$ cat src/rtl/cruise_pkg.sv
// Shared constants, state encoding and per-cycle action codes for the cruise controller.
package cruise_pkg;

  localparam int SPEED_W = 8;

  localparam logic [SPEED_W-1:0] MIN_CRUISE_DEF = 8'd45;
  localparam logic [SPEED_W-1:0] BRAKE_STEP_DEF = 8'd2;
  localparam logic [SPEED_W-1:0] SPEED_ONE      = 8'd1;
  localparam logic [SPEED_W-1:0] SPEED_ZERO     = 8'd0;

  typedef enum logic [1:0] {
    ST_MANUAL = 2'd0,
    ST_CRUISE = 2'd1,
    ST_ACCEL  = 2'd2,
    ST_COAST  = 2'd3
  } state_e;

  // What the controller does with speed/target in a given cycle, after input priority is resolved.
  typedef enum logic [3:0] {
    ACT_DROP     = 4'd0,  // -1, end in MANUAL (coast-down or cancel)
    ACT_RISE     = 4'd1,  // +1, end in MANUAL (throttle)
    ACT_BRAKE    = 4'd2,  // -BRAKE_STEP, end in MANUAL
    ACT_SET      = 4'd3,  // capture current speed as target, hold speed
    ACT_RESUME   = 4'd4,  // re-engage stored target, step toward it
    ACT_OVERRIDE = 4'd5,  // throttle override while cruising
    ACT_TRACK    = 4'd6,  // step 1 toward target
    ACT_ACCEL    = 4'd7,  // +1, target follows speed
    ACT_COAST    = 4'd8   // -1, target follows speed
  } action_e;

endpackage

$ cat src/rtl/speed_alu.sv
// Saturating 8-bit add/subtract used for every speed update.
module speed_alu
  import cruise_pkg::*;
(
  input  logic [SPEED_W-1:0] operand_i,
  input  logic [SPEED_W-1:0] step_i,
  input  logic               sub_i,
  output logic [SPEED_W-1:0] result_o,
  output logic               flag_o
);

  logic [SPEED_W:0] raw_s;

  // Widen by one bit so the top bit is the carry (add) or borrow (sub), then clamp on it.
  always_comb begin
    if (sub_i) begin
      raw_s = {1'b0, operand_i} - {1'b0, step_i};
    end else begin
      raw_s = {1'b0, operand_i} + {1'b0, step_i};
    end
    flag_o = raw_s[SPEED_W];
    if (flag_o) begin
      result_o = sub_i ? {SPEED_W{1'b0}} : {SPEED_W{1'b1}};
    end else begin
      result_o = raw_s[SPEED_W-1:0];
    end
  end

endmodule

$ cat src/rtl/cruise_speed_ctrl.sv
// Cruise control FSM: tracks vehicle speed, stores a target and steers toward it.
module cruise_speed_ctrl
  import cruise_pkg::*;
#(
  parameter logic [SPEED_W-1:0] MIN_CRUISE = MIN_CRUISE_DEF,
  parameter logic [SPEED_W-1:0] BRAKE_STEP = BRAKE_STEP_DEF
) (
  input  logic               clk,
  input  logic               reset_n,
  input  logic               throttle,
  input  logic               brake,
  input  logic               set,
  input  logic               resume,
  input  logic               cancel,
  input  logic               accel,
  input  logic               coast,
  output logic [SPEED_W-1:0] speed,
  output logic [SPEED_W-1:0] cruise_speed,
  output logic               cruise_active,
  output logic [1:0]         state
);

  state_e             state_q, state_d;
  logic [SPEED_W-1:0] speed_q, cruise_q, cruise_d;
  logic               valid_q, valid_d;
  logic               active_q;

  action_e            act_s;
  logic [SPEED_W-1:0] alu_step_s, alu_res_s;
  logic               alu_sub_s, alu_flag_s;

  // Resolve input priority (brake > cancel > accel > coast > set/resume > throttle) into one action.
  always_comb begin
    act_s = ACT_DROP;
    if (brake) begin
      act_s = ACT_BRAKE;
    end else if (cancel) begin
      act_s = ACT_DROP;
    end else if (state_q == ST_MANUAL) begin
      // accel/coast have no meaning in MANUAL but still outrank set/resume.
      if (accel || coast) begin
        act_s = throttle ? ACT_RISE : ACT_DROP;
      end else if (set) begin
        act_s = (speed_q >= MIN_CRUISE) ? ACT_SET : (throttle ? ACT_RISE : ACT_DROP);
      end else if (resume && valid_q) begin
        act_s = ACT_RESUME;
      end else begin
        act_s = throttle ? ACT_RISE : ACT_DROP;
      end
    end else if (accel) begin
      act_s = ACT_ACCEL;
    end else if (coast && (state_q != ST_ACCEL)) begin
      // Leaving ACCEL always passes through CRUISE first.
      act_s = ACT_COAST;
    end else begin
      act_s = throttle ? ACT_OVERRIDE : ACT_TRACK;
    end
  end

  // Pick the ALU step and direction for the chosen action.
  always_comb begin
    alu_step_s = SPEED_ZERO;
    alu_sub_s  = 1'b0;
    case (act_s)
      ACT_BRAKE: begin
        alu_step_s = BRAKE_STEP;
        alu_sub_s  = 1'b1;
      end
      ACT_DROP, ACT_COAST: begin
        alu_step_s = SPEED_ONE;
        alu_sub_s  = 1'b1;
      end
      ACT_RISE, ACT_OVERRIDE, ACT_ACCEL: begin
        alu_step_s = SPEED_ONE;
        alu_sub_s  = 1'b0;
      end
      ACT_RESUME, ACT_TRACK: begin
        if (speed_q < cruise_q) begin
          alu_step_s = SPEED_ONE;
          alu_sub_s  = 1'b0;
        end else if (speed_q > cruise_q) begin
          alu_step_s = SPEED_ONE;
          alu_sub_s  = 1'b1;
        end else begin
          alu_step_s = SPEED_ZERO;
          alu_sub_s  = 1'b0;
        end
      end
      default: begin
        // ACT_SET: the captured target equals the current speed, so hold.
        alu_step_s = SPEED_ZERO;
        alu_sub_s  = 1'b0;
      end
    endcase
  end

  speed_alu u_alu (
    .operand_i (speed_q),
    .step_i    (alu_step_s),
    .sub_i     (alu_sub_s),
    .result_o  (alu_res_s),
    .flag_o    (alu_flag_s)
  );

  // Next state, target and target-valid flag from the action and the new speed.
  always_comb begin
    state_d  = state_q;
    cruise_d = cruise_q;
    valid_d  = valid_q;
    case (act_s)
      ACT_BRAKE, ACT_DROP, ACT_RISE: begin
        state_d = ST_MANUAL;
      end
      ACT_SET: begin
        state_d  = ST_CRUISE;
        cruise_d = speed_q;
        valid_d  = 1'b1;
      end
      ACT_RESUME, ACT_OVERRIDE, ACT_TRACK: begin
        state_d = ST_CRUISE;
      end
      ACT_ACCEL: begin
        state_d  = ST_ACCEL;
        cruise_d = alu_res_s;
      end
      ACT_COAST: begin
        cruise_d = alu_res_s;
        if (alu_flag_s || (alu_res_s < MIN_CRUISE)) begin
          state_d = ST_MANUAL;
          valid_d = 1'b0;
        end else begin
          state_d = ST_COAST;
        end
      end
      default: begin
        state_d = ST_MANUAL;
      end
    endcase
  end

  // State and output registers; reset clears everything including the stored target.
  always_ff @(posedge clk or negedge reset_n) begin
    if (!reset_n) begin
      state_q  <= ST_MANUAL;
      speed_q  <= SPEED_ZERO;
      cruise_q <= SPEED_ZERO;
      valid_q  <= 1'b0;
      active_q <= 1'b0;
    end else begin
      state_q  <= state_d;
      speed_q  <= alu_res_s;
      cruise_q <= cruise_d;
      valid_q  <= valid_d;
      active_q <= (state_d != ST_MANUAL);
    end
  end

  assign speed         = speed_q;
  assign cruise_speed  = cruise_q;
  assign cruise_active = active_q;
  assign state         = state_q;

endmodule

$ cat config.mk
export PLATFORM = sky130hd
export DESIGN_NAME = cruise_speed_ctrl
export DESIGN_NICKNAME = d
export VERILOG_FILES = /design/src/rtl/cruise_pkg.sv /design/src/rtl/speed_alu.sv /design/src/rtl/cruise_speed_ctrl.sv
export SDC_FILE = /design/constraint.sdc
export NUM_CORES = 1
export LEC_CHECK = 0
export CORE_AREA = 8 8 69 71
export DETAILED_ROUTE_END_ITERATION = 10
export DIE_AREA = 0 0 77 79
export PLACE_DENSITY = 0.79
export SYNTH_ARGS = -nofsm -noshare
export SYNTH_HDL_FRONTEND = slang
export SYNTH_SLANG_ARGS = --single-unit
$ cat constraint.sdc
create_clock -name clk -period 8.25 [get_ports clk]
set_input_delay 1.2375 -clock clk [delete_from_list [all_inputs] [get_ports clk]]
set_output_delay 1.2375 -clock clk [all_outputs]
set_load 0.02 [all_outputs]
Yosys cells after proc, flatten, opt, wreduce, memory -nomap -nowiden --
Index checks and enable logic that the tools add are counted. Widths: inputs -> output; s select.
Operators by class: add/sub/neg operators 2, order comparisons 4, equal/unequal tests 10, mux-type cells 25, reductions and logical operators 15
Operators by type and width (number):
- $mux 4 | 8
- $eq 4x3->1 const B | 4
- $mux 8 | 2
- $pmux 8 s2 | 1
- $pmux 2 s3 | 2
- $add 8x2->9 | 1
- $mux 9 | 1
- $sub 8x2->9 | 1
- $eq 4x2->1 const B | 2
- $ge 8x6->1 const B | 1
- $gt 8x8->1 | 1
- $lt 8x6->1 const B | 1
- $lt 8x8->1 | 1
- $mux 1 | 6
- $reduce_bool 2->1 | 3
- $reduce_or 5->1 | 1
- $eq 4x1->1 const B | 1
- $eq 4x4->1 const B | 1
- $logic_not 4->1 | 1
- $mux 2 | 2
- $ne 2x2->1 const B | 2
- $pmux 1 s2 | 2
- $reduce_or 2->1 | 2
- $reduce_or 4->1 | 1
- other kinds (6) | 8
Word-level totals: flip-flop bits (word level) 20, input bits 9, word-level logic and storage cells 61

Depth between registers and ports, before layout --
word-level depth 18, gate-level depth with buffers 20, mapped depth without buffers 19

By module --
Synthesis repeated with hierarchy kept, for this count alone.
Unflattened totals: cells, all modules 211, area, all modules 1891.8 µm²
Modules (own cells, without submodules):
- cruise_speed_ctrl | instances 1, cells each 124, area an instance 1208.7 µm², seq. area each 500.5 µm²
- speed_alu | instances 1, cells each 87, area an instance 683.2 µm², seq. area each 0.0 µm²

Worst setup path after synthesis --
No wires, ideal clock.
path kind input port to flip-flop, from input port coast, to register active_q (netlist: cruise_active), arrival 5.427 ns, required time 8.149 ns, setup slack 2.722 ns, stages 16, buffers on the path 1, cell sequence or4_4 -> a211oi_4 -> or2_2 -> buf_4 -> a21o_1 -> nor3_1 -> ha_1 -> o41ai_4 -> inv_1 -> ha_1 -> a21o_1 -> a41oi_1 -> a21o_1 -> nand2_1 -> xnor2_2 -> o311ai_2
On the way: cells in the longest elaborated chain, start to end 17, elaborated cells between the ends (all ways) 33, those cells by class 2 x add/sub; 1 x order compare; 8 x eq/ne; 13 x mux; 9 x reduce/logical
RTL lines:
- start: declaration | RTL line cruise_speed_ctrl.sv:16 | input logic coast,
- $logic_and 1x1->1 | RTL line cruise_speed_ctrl.sv:52 | end else if (coast && (state_q != ST_ACCEL)) begin
- $mux 4 | RTL line cruise_speed_ctrl.sv:52
- $mux 4 | RTL line cruise_speed_ctrl.sv:50 | end else if (accel) begin
- $mux 4 * | RTL line cruise_speed_ctrl.sv:39 | end else if (state_q == ST_MANUAL) begin
- $mux 4 * | RTL line cruise_speed_ctrl.sv:37 | end else if (cancel) begin
- $mux 4 * | RTL line cruise_speed_ctrl.sv:35 | if (brake) begin
- $eq 4x4->1 (tied with other cells) | RTL line cruise_speed_ctrl.sv:64, cruise_speed_ctrl.sv:110
- $reduce_or 5->1 (no line) or $reduce_or 2->1 (tied branches)
- $pmux 2 s3 | RTL line cruise_speed_ctrl.sv:64 | case (act_s)
- $add 8x2->9 or $sub 8x2->9 (tied branches) | RTL line speed_alu.sv:19, speed_alu.sv:17
- $mux 9 | RTL line speed_alu.sv:16 | if (sub_i) begin
- $mux 8 | RTL line speed_alu.sv:22 | if (flag_o) begin
- $lt 8x6->1 | RTL line cruise_speed_ctrl.sv:128 | if (alu_flag_s || (alu_res_s < MIN_CRUISE)) begin
- $logic_or 1x1->1 | RTL line cruise_speed_ctrl.sv:128
- $mux 2 | RTL line cruise_speed_ctrl.sv:128
- $pmux 2 s3 * | RTL line cruise_speed_ctrl.sv:110 | case (act_s)
- $reduce_bool 2->1 * | RTL line cruise_speed_ctrl.sv:154 | active_q <= (state_d != ST_MANUAL);
- end signal: assignment | RTL line cruise_speed_ctrl.sv:154
- end: declaration | RTL line cruise_speed_ctrl.sv:26 | logic active_q;
Every way passes the cells marked *; elsewhere a longest branch is shown, timed or not. A chain may end at the register's enable or synchronous reset.

Worst setup path after layout --
from input port accel, to register cruise_q[5] (netlist: cruise_speed[5])
On the way: cells in the longest elaborated chain, start to end 12, elaborated cells between the ends (all ways) 28, those cells by class 2 x add/sub; 8 x eq/ne; 11 x mux; 7 x reduce/logical
RTL lines:
- start: declaration | RTL line cruise_speed_ctrl.sv:15 | input logic accel,
- $logic_or 1x1->1 | RTL line cruise_speed_ctrl.sv:41 | if (accel || coast) begin
- $mux 4 | RTL line cruise_speed_ctrl.sv:41
- $mux 4 * | RTL line cruise_speed_ctrl.sv:39
- $mux 4 * | RTL line cruise_speed_ctrl.sv:37
- $mux 4 * | RTL line cruise_speed_ctrl.sv:35
- $eq 4x4->1 (tied with other cells) | RTL line cruise_speed_ctrl.sv:64, cruise_speed_ctrl.sv:110
- $reduce_or 5->1 (no line) or $reduce_or 2->1 (tied branches)
- $pmux 2 s3 | RTL line cruise_speed_ctrl.sv:64
- $add 8x2->9 or $sub 8x2->9 (tied branches) | RTL line speed_alu.sv:19, speed_alu.sv:17
- $mux 9 | RTL line speed_alu.sv:16
- $mux 8 | RTL line speed_alu.sv:22
- $pmux 8 s2 | RTL line cruise_speed_ctrl.sv:110
- end signal: assignment | RTL line cruise_speed_ctrl.sv:152 | cruise_q <= cruise_d;
- end: declaration | RTL line cruise_speed_ctrl.sv:24 | logic [SPEED_W-1:0] speed_q, cruise_q, cruise_d;
Marks and branches as above.

==> summary.txt <==
Finish
  • Layout overhead on the synthesized area: 18.9%
  • N_diodes: 0
  • Layout cells sized above 1: 8.84%
  • Most common cell after layout, fill and taps aside: clkdlybuf4s50_1
  • Final Net Count: about 280
  • Post-route insts no fill: 299
  • Commonest cells after routing, fill and taps aside: clkdlybuf4s50_1 (27), dfrtp_1 (20), nand2_1 (19)
  • Fill cells: 364

Worst setup path
  • Worst-path cell chain: clkdlybuf4s50_1 > or4_4 > a211oi_4 > or2_2 > a21o_1 > nor3_1 > ha_1 > o41ai_4 > inv_1 > ha_1 > a21o_1 > a41oi_1 > a21o_1 > nand2_1 > nor2_1 > o221ai_1
  • Family with the most delay on the worst path: compound AO/OA/AOI/OAI gates
  • CP max FO: 10
  • Worst EP required: 8360 ps
  • Critical Path End Type: flip-flop
  • Crit start category: input port
  • CP Class: in -> reg
  • Max stage delay on crit path: approximately 730 ps
  • CP Buf/Inv Count: 2
  • CP max-delay cell: o41ai_4
  • Worst EP arrival: between 6000 and 7000 ps
  • CP dominant cell by count: a21o_1

Yosys
  • Mapped Avg Cell Area: between 8 and 9 µm²
  • Syn Nets: about 250
  • Post-synth EDFFs: 0
  • Post-synthesis sequential area ratio: 25.4%
  • Ys async rst share: 100%
  • Synth Instances: 221
  • Yosys warns: 0
  • Number of synthesized register bits: 20
  • Number of distinct library cells after synthesis: 54
  • Mapped Area: between 1500 and 2000 µm²
  • Top FF cell, synth: dfrtp_1

CTS
  • Worst skew pair latency: between 200 and 300 ps
  • Clock transition at path regs: 80 ps
  • Max clock buf depth: 2
  • Hold_buf cts: 0
  • Clock Root Buffer: clkbuf_8
  • CTS sink count: 20
  • Number of CTS-inserted buffers: 3
  • CTS tree: yes
  • Resize count post-CTS: 0
  • Post-CTS setup buffer count: 0
  • H-Tree Level Count: 1

Pwr
  • Switch share: between 50% and 60%
  • Sequential power share: roughly 20%
  • P_int: a little under 500 µW
  • Clock power frac: under 10%
  • Leakage power: between 0.9 and 1 nW
  • Power per Cell Area: between 400 and 500 nW/µm²
  • Pwr Total: roughly 1 mW
  • Combinational Power Share: between 70% and 80%
  • Net Switching: between 500 and 600 µW
  • Maximum vdd drop: 0.322 mV

Global routing
  • Tot GR Track Use: between 10% and 20%
  • Initial antenna violation count: 0
  • First-pass GRT wire length: slightly below 9000 µm
  • Overflow after GRT: 0
  • Vias in the first global route: ~1,800
  • Largest net degree at the start of global routing: 21

Timing
  • Max Clk Rate: between 150 and 200 MHz
  • Final setup violation count: 0
  • RSZ-0062 raised after global routing: false
  • Min Tclk post-route: between 6000 and 7000 ps
  • Worst slew pin tran: around 1100 ps
  • Setup TNS: 0 ps
  • Final Cycle Share: around four fifths
  • Setup Skew: around 1.9 ps
  • Min setup slack post-route: roughly 1800 ps
  • Max Transition Viols Final: 0
  • Hold WS: roughly 560 ps
  • Final hold vios: 0
  • Worst slew margin: approximately 27%

Floorplanning
  • Io pins: 28
  • Die H: 79 µm
  • Core ar.: between 3000 and 4000 µm²
  • Initial Util: about half
  • Rows: 23
  • Full die area: 6080 µm²
  • Die width: around 77 µm

Routing
  • 1st-iter DRT viols: 120
  • WL per Instance: roughly 18 µm
  • DR vias/cell: approximately 6.3
  • Final wirelength: approximately 5300 µm
  • Vias after detailed routing: ~1,900
  • 1st-pass router iterations: 4
  • DRC viols: 0
  • Antenna-violating nets left: 0

Outcome
  • Status: finished clean

Hold path
  • HP Class: reg -> reg

Placed design
  • Post-DP HPWL: about 4300 µm
  • Placer Congestion: between 0.8 and 0.9
  • Placed cells: 295
  • I/O Buffers: 27
  • Pre-CTS setup slack: 1580 ps

Flow run
  • Max_cap viols: 0
-- final timing paths --
kind,to,cells past startpoint,startpoint,slack [ps]
max reg2reg,cruise_speed[5]$_DFFE_PN0P_,15,state[0]$_DFF_PN0_,2960
max in group asynchronous,cruise_active$_DFF_PN0_,1,reset_n,6190
min in group asynchronous,cruise_speed[2]$_DFFE_PN0P_,1,reset_n,1490
min reg2reg,cruise_speed[0]$_DFFE_PN0P_,2,cruise_speed[0]$_DFFE_PN0P_,560
min,cruise_speed[0]$_DFFE_PN0P_,2,cruise_speed[0]$_DFFE_PN0P_,560
max,cruise_speed[5]$_DFFE_PN0P_,16,accel,1800
-- final cells by class --
cell class	count	area, µm²	area share, %
multi-input combinational	183	1400	59.7
tap	50	62.6	2.67
clock buffer	4	55.1	2.35
inverter	15	56.3	2.40
sequential	20	500	21.4
timing repair buffer	27	270	11.5
-- routing by layer --
layer	global-route usage, %	vias to the layer above	routed length, µm
met3	3.84	10	375
met2	30.2	61	2540
met4	7.74	0	99
met5	0	-	0
li1	-	912	-
met1	20.8	912	2300
-- cells by family after synthesis --
group / synth area share (%)
AOI/OAI and AO/OA: 35.3
and+or+nand+nor: 17.8
DFF: 25.4
buffers and inverters: 3.62
adders and majority gates: 11.8
muxes: 4.32
xor gates and xnor gates: 1.72
-- state kept, by name (all words and copies together), names as in the netlist --
| register | cells |
|---|---|
| valid_q | 1 |
| cruise_speed | 8 |
| state | 2 |
| speed | 8 |
| cruise_active | 1 |
-- cell usage after synthesis, drive strengths merged (3+ instances only) --
cell	n	area [µm²]
a211oi	6	57.6
a21o	6	45.0
a21oi	14	70.1
dfrtp	20	500
ha	17	213
inv	15	56.3
mux2i	7	70.1
nand2	20	82.6
nand3	6	30.0
nand3b	3	35.0
nor2	16	60.1
nor2b	5	31.3
nor3	6	30.0
o211ai	6	45.0
o21a	6	45.0
o21ai	17	92.6
o221ai	7	73.8
o311ai	4	77.6
o31ai	4	30.0
-- per-stage QoR --
| step | cell area [µm²] | util, % |
|---|---|---|
| floorplan | 1970 | - |
| global placement | 2290 | 60.2 |
| detailed placement | 2290 | 60.2 |
| CTS | 2340 | 61.7 |
| global route | 2340 | 61.7 |
| finish | 2340 | 61.7 |
-- tightest hold or removal path: cells and delay by family (launching register included) --
kind | cells | cell delay [ps]
DFF | 1 | 380
and+or+nand+nor | 1 | 80
AOI/OAI and AO/OA | 1 | 70
-- power by group through the flow --
stage,registers (mW),logic [mW],clock network [mW]
3_5_place_dp,0.197,0.723,0
5_1_grt,0.204,0.804,0.0813
6_report,0.197,0.729,0.0761
4_1_cts,0.196,0.727,0.0763
2_1_floorplan,0.230,0.470,0
3_3_place_gp,0.197,0.708,0
No activity file was read; power rests on OpenSTA's default activity.
